File: config.mk
export PLATFORM = sky130hd
export DESIGN_NAME = writeback_regfile
export DESIGN_NICKNAME = d
export VERILOG_FILES = /design/src/rtl/writeback_regfile.sv
export SDC_FILE = /design/constraint.sdc
export NUM_CORES = 1
export LEC_CHECK = 0
export CAP_MARGIN = 20
export CORE_MARGIN = 3
export CORE_UTILIZATION = 60
export CTS_BUF_LIST = sky130_fd_sc_hd__clkbuf_4 sky130_fd_sc_hd__clkbuf_8 sky130_fd_sc_hd__clkbuf_16
export CTS_CLUSTER_DIAMETER = 30
export DETAILED_ROUTE_END_ITERATION = 8
export PLACE_DENSITY = 0.81
export SYNTH_ARGS = -nofsm -noshare
export SYNTH_HDL_FRONTEND = slang
export SYNTH_SLANG_ARGS = --single-unit
File: constraint.sdc
create_clock -name clk -period 14.8 [get_ports clk]
set_input_delay 3.7 -clock clk [delete_from_list [all_inputs] [get_ports clk]]
set_output_delay 3.7 -clock clk [all_outputs]
set_load 0.005 [all_outputs]
File: src/rtl/writeback_regfile.sv
// writeback_regfile: 16x16 register file with writeback commit, 2-bit busy
// scoreboard, zero flag, R15 redirect pulse, sticky halt and retire counter.
// Optional feature: define BYPASS_WRITEBACK_EN to forward a same-cycle
// writeback to the read ports and suppress the corresponding stall.
module writeback_regfile (
  input  logic        clk,
  input  logic        reset,
  input  logic        valid_in,
  input  logic [15:0] ir_in,
  input  logic [15:0] result,
  input  logic        mark_valid,
  input  logic [3:0]  mark_reg,
  input  logic [3:0]  rd_addr_a,
  input  logic [3:0]  rd_addr_b,
  output logic [15:0] rd_data_a,
  output logic [15:0] rd_data_b,
  output logic        stall,
  output logic        z_flag,
  output logic        redirect_valid,
  output logic [15:0] redirect_pc,
  output logic        halted,
  output logic [15:0] retire_count,
  output logic        sb_overflow
);

  localparam logic [4:0] OP_SYS = 5'b10011;
  localparam logic [4:0] OP_NOP = 5'b10100;
  localparam logic [4:0] OP_STR = 5'b01111;

  logic [15:0] regs [16];
  logic [1:0]  busy [16];

  logic [4:0] opcode;
  logic [1:0] cc;
  logic [3:0] dest;
  logic       commit;
  logic       is_sys;
  logic       is_nop;
  logic       is_pre;
  logic       writes;
  logic       byp_a;
  logic       byp_b;
  logic       unused_ir;

  assign opcode    = ir_in[15:11];
  assign cc        = ir_in[10:9];
  assign dest      = ir_in[7:4];
  assign unused_ir = ^{ir_in[8], ir_in[3:0]};

  // Decode the committing instruction
  always_comb begin
    is_sys = (opcode == OP_SYS);
    is_nop = (opcode == OP_NOP);
    is_pre = (opcode[4:3] == 2'b11);
    commit = valid_in && !halted;
    writes = commit && !is_sys && !is_nop && !is_pre && (opcode != OP_STR);
  end

  // Read ports with optional writeback forwarding and hazard stall
  always_comb begin
`ifdef BYPASS_WRITEBACK_EN
    byp_a = writes && (dest == rd_addr_a) && (busy[dest] == 2'd1);
    byp_b = writes && (dest == rd_addr_b) && (busy[dest] == 2'd1);
`else
    byp_a = 1'b0;
    byp_b = 1'b0;
`endif
    rd_data_a = byp_a ? result : regs[rd_addr_a];
    rd_data_b = byp_b ? result : regs[rd_addr_b];
    stall     = ((busy[rd_addr_a] != 2'd0) && !byp_a) ||
                ((busy[rd_addr_b] != 2'd0) && !byp_b);
  end

  // Register file write on writing commits
  always_ff @(posedge clk or posedge reset) begin
    if (reset) begin
      for (int unsigned i = 0; i < 16; i++) regs[i] <= '0;
    end else if (writes) begin
      regs[dest] <= result;
    end
  end

  // Commit status: zero flag, redirect pulse, halt, retire counter
  always_ff @(posedge clk or posedge reset) begin
    if (reset) begin
      z_flag         <= 1'b0;
      redirect_valid <= 1'b0;
      redirect_pc    <= '0;
      halted         <= 1'b0;
      retire_count   <= '0;
    end else begin
      redirect_valid <= writes && (dest == 4'd15);
      if (writes && (dest == 4'd15)) redirect_pc <= result;
      if (commit) begin
        retire_count <= retire_count + 16'd1;
        if ((cc == 2'b01) && !is_nop && !is_pre) z_flag <= (result == 16'd0);
        if (is_sys) halted <= 1'b1;
      end
    end
  end

  // Scoreboard: per-register saturating busy count, sticky overflow
  always_ff @(posedge clk or posedge reset) begin
    if (reset) begin
      for (int unsigned i = 0; i < 16; i++) busy[i] <= '0;
      sb_overflow <= 1'b0;
    end else begin
      for (int unsigned i = 0; i < 16; i++) begin
        if (mark_valid && (mark_reg == 4'(i)) && !(writes && (dest == 4'(i)))) begin
          if (busy[i] == 2'd3) sb_overflow <= 1'b1;
          else                 busy[i] <= busy[i] + 2'd1;
        end else if (writes && (dest == 4'(i)) && !(mark_valid && (mark_reg == 4'(i)))) begin
          if (busy[i] != 2'd0) busy[i] <= busy[i] - 2'd1;
        end
      end
    end
  end

endmodule

==> flow_summary_export.csv <==
group,metric,value,unit
outcome,status,"finished, final reports clean",
setup_path,worst_setup_path_end_kind,"primary output",
global_routing,grt_pass1_wl,68320,um
clock_network,ctsResizeCount,0,
sta,finalSetupViolCount,0,
yosys,syn_avg_cell_area,14.66,um^2
yosys,synth_area_leaders,"sky130_fd_sc_hd__dfrtp_1 (45%), sky130_fd_sc_hd__mux4_2 (21%), sky130_fd_sc_hd__mux2_2 (16%)",
job,timing.max_cap.violations,0,
setup_path,crit_path_max_fanout,45,
clock_network,post-cts-setup-buffer-count,0,
sta,final_report_hold_violation_count,0,
final_layout,fillerInstances,1741,
min_path,holdPathStages,1,
detailed_routing,firstDrtPassIters,6,
setup_path,worst-endpoint-arrival,6.69,ns
detailed_routing,drt_first_iter_violations,1002,
yosys,netlist_instances,1167,
clock_network,worst_skew_pair.late_latency,0.54,ns
detailed_routing,drc,0,
yosys,synth_top_cell_by_area,"sky130_fd_sc_hd__dfrtp_1",
detailed_routing,wirelength,43500,um
yosys,synth-edff-count,0,
final_layout,stdcell_count,1690,
yosys,yosysMostFrequentCell,"sky130_fd_sc_hd__dfrtp_1",
clock_network,clockBufferDepth,3,
floorplan,io_pins,117,
yosys,async_reset_ff_share,100.0,%
final_layout,synthToLayoutAreaGrowth,19.84,%
clock_network,post_cts_hold_buffer_count,0,
final_layout,antenna_cells,0,
clock_network,ctsHtreeMaxLevel,3,
sta,fmax,96.24,MHz
place,dp_cells,1569,
setup_path,start_kind,"input pin",
global_routing,grt_pass1_vias,11970,
global_routing,grt_remaining_overflow,0,
final_layout,drive_gt1_share,43.83,%
yosys,top_cells_by_instance_count_after_synthesis,"sky130_fd_sc_hd__dfrtp_1 (308), sky130_fd_sc_hd__mux2_2 (239), sky130_fd_sc_hd__mux4_2 (160)",
sta,period_needed,10.39,ns
yosys,syn_nets,1232,
place,gp_congestion,0.7931,
clock_network,cell_at_the_root_of_the_clock_tree,"sky130_fd_sc_hd__clkbuf_16",
detailed_routing,total_number_of_vias,11150,
pwr,power_per_cell_area,123.2,nW/um^2
setup_path,timing.reg2reg.worst_path_depth,8,
sta,unrepaired_setup_endpoints_after_global_routing,"no",
sta,drv_slew,0,
sta,layout_worst_path_cycle_share,70.21,%
yosys,syn_area,17110,um^2
min_path,min-delay-path-class,"register to register",
final_layout,final_net_count,1327,
global_routing,grt_max_degree,185,
yosys,synth_seq_area_share,45.05,%
sta,transition_at_the_pin_with_the_smallest_max_transition_slack,1.147,ns
floorplan,design.die.area,30580,um^2
global_routing,globalRouteTotalUtil,29.13,%
place,port-buffer-count,111,
yosys,synth_cell_type_count,48,
clock_network,numClockSinks,308,
detailed_routing,wire_per_inst,25.74,um
detailed_routing,average_via_count_per_standard_cell,6.596,
setup_path,critical_path_class,"input pin to primary output",
floorplan,floorplan.die.width,174.9,um
clock_network,cts_tree,"built",
yosys,yosys.area.top_type_share,45.05,%
sta,fin_skew,0.01491,ns
floorplan,fp-row-count,61,
floorplan,die_h,174.9,um
clock_network,numCtsBuffers,69,
setup_path,critPathRequiredTime,11.10,ns
sta,timing.setup.tns,0,ns
clock_network,cts.reportedPaths.clkPinSlew,0.05,ns
yosys,synthFlopType,"sky130_fd_sc_hd__dfrtp_1",
floorplan,core_area,27930,um^2
yosys,yosysWarnings,0,
global_routing,antenna_found_initial,1,
yosys,yosys_register_bits,308,
sta,timing.slew.headroom,23.54,%
place,dp.final_hpwl,23810,um
pwr,leakage,9.335,nW
floorplan,start_util,61.25,%
pwr,ir_worst_vdd,0.09805,mV
detailed_routing,drtAntennaViolNets,0,
## layer usage
| layer | GRT usage [%] | vias up | share of wire [%] |
|---|---|---|---|
| met5 | 0 | - | 0.030 |
| met4 | 11.67 | 2 | 3.8 |
| met3 | 5.106 | 130 | 6.3 |
| met2 | 48.37 | 458 | 51 |
| met1 | 38.72 | 5843 | 39 |
| li1 | - | 4714 | - |
## final timing paths
kind	from	slack (ns)	to
min reg2reg	retire_count[15]	0.48	retire_count[15]
max reg2reg	halted	10.98	sb_overflow
max	rd_addr_b[0]	4.41	rd_data_b[0]
min	retire_count[15]	0.48	retire_count[15]
min in group asynchronous	reset	3.71	regs[222]
max in group asynchronous	reset	9.61	regs[135]
## placed cells by master (no fill, tap or decap), drive strengths merged, types with 2 or more instances in the layout
cell,count
a2111oi,2
a211oi,2
a21oi,2
a22oi,2
a31oi,2
and2,5
and2b,3
and3,4
buf,19
bufinv,5
clkbuf,94
clkdlybuf4s50,105
clkinv,14
clkinvlp,6
dfrtp,308
ha,17
inv,6
mux2,257
mux2i,14
mux4,160
nand2,57
nand2b,6
nand3,26
nand3b,2
nand4,16
nor2,24
nor2b,26
nor3,28
nor3b,5
nor4,13
o21a,2
o21ai,49
o31a,6
o31ai,3
xnor2,10
xor2,5
## metrics by stage
stage          power, mW  utilization (%)  cell area, um^2  hold slack, ns  worst slack (ns)
2_1_floorplan     0.9838                -            17110          0.4682             2.584
3_3_place_gp       1.028            65.10            18190          0.4657             4.411
3_5_place_dp       1.032            65.10            18190          0.4684             4.381
4_1_cts            2.539            73.40            20500          0.4826             4.349
5_1_grt            2.597            73.40            20500          0.5112             4.203
6_report           2.525            73.40            20500          0.4803             4.409
## flip-flops by register name, indices dropped and copies added, names as in the netlist
name            count
regs              256
busy               32
retire_count       16
halted              1
redirect_valid      1
sb_overflow         1
z_flag              1
## critical path, cell delays in order
cell and delay [ns]:
sky130_fd_sc_hd__buf_4 0.52, sky130_fd_sc_hd__buf_4 0.75, sky130_fd_sc_hd__mux4_2 0.64, sky130_fd_sc_hd__mux4_2 0.54, sky130_fd_sc_hd__clkdlybuf4s50_1 0.47
## report_power, final
part | switching (mW) | total (mW) | internal [mW]
Clock | 0.469 | 1.51 | 1.04
Sequential | 0.0169 | 0.876 | 0.859
Combinational | 0.0835 | 0.144 | 0.0606
## kinds of logic (layout without fill, tap and decap cells)
| logic type | after synthesis | after routing | share of synthesized area, % |
|---|---|---|---|
| multiplexers | 431 | 431 | 39.19 |
| flip-flops | 308 | 308 | 45.05 |
| AND/OR/NAND/NOR | 217 | 217 | 7.488 |
| buffers and inverters | 104 | 249 | 3.627 |
| AO/OA/AOI/OAI | 75 | 75 | 2.640 |
| adder cells (fa/ha/maj) | 17 | 17 | 1.243 |
| XOR/XNOR | 15 | 15 | 0.7678 |
## area by class of cell
cell class	count	area [um^2]	area share [%]
clock inverters	27	294.0	1.434
well taps	378	473.0	2.307
clock buffers	94	2024	9.873
flip-flops and latches	308	7707	37.59
multi-input cells	755	8782	42.83
repair buffers	124	1201	5.858
inverters	4	22.52	0.1098
(Power assumes the default switching activity.)
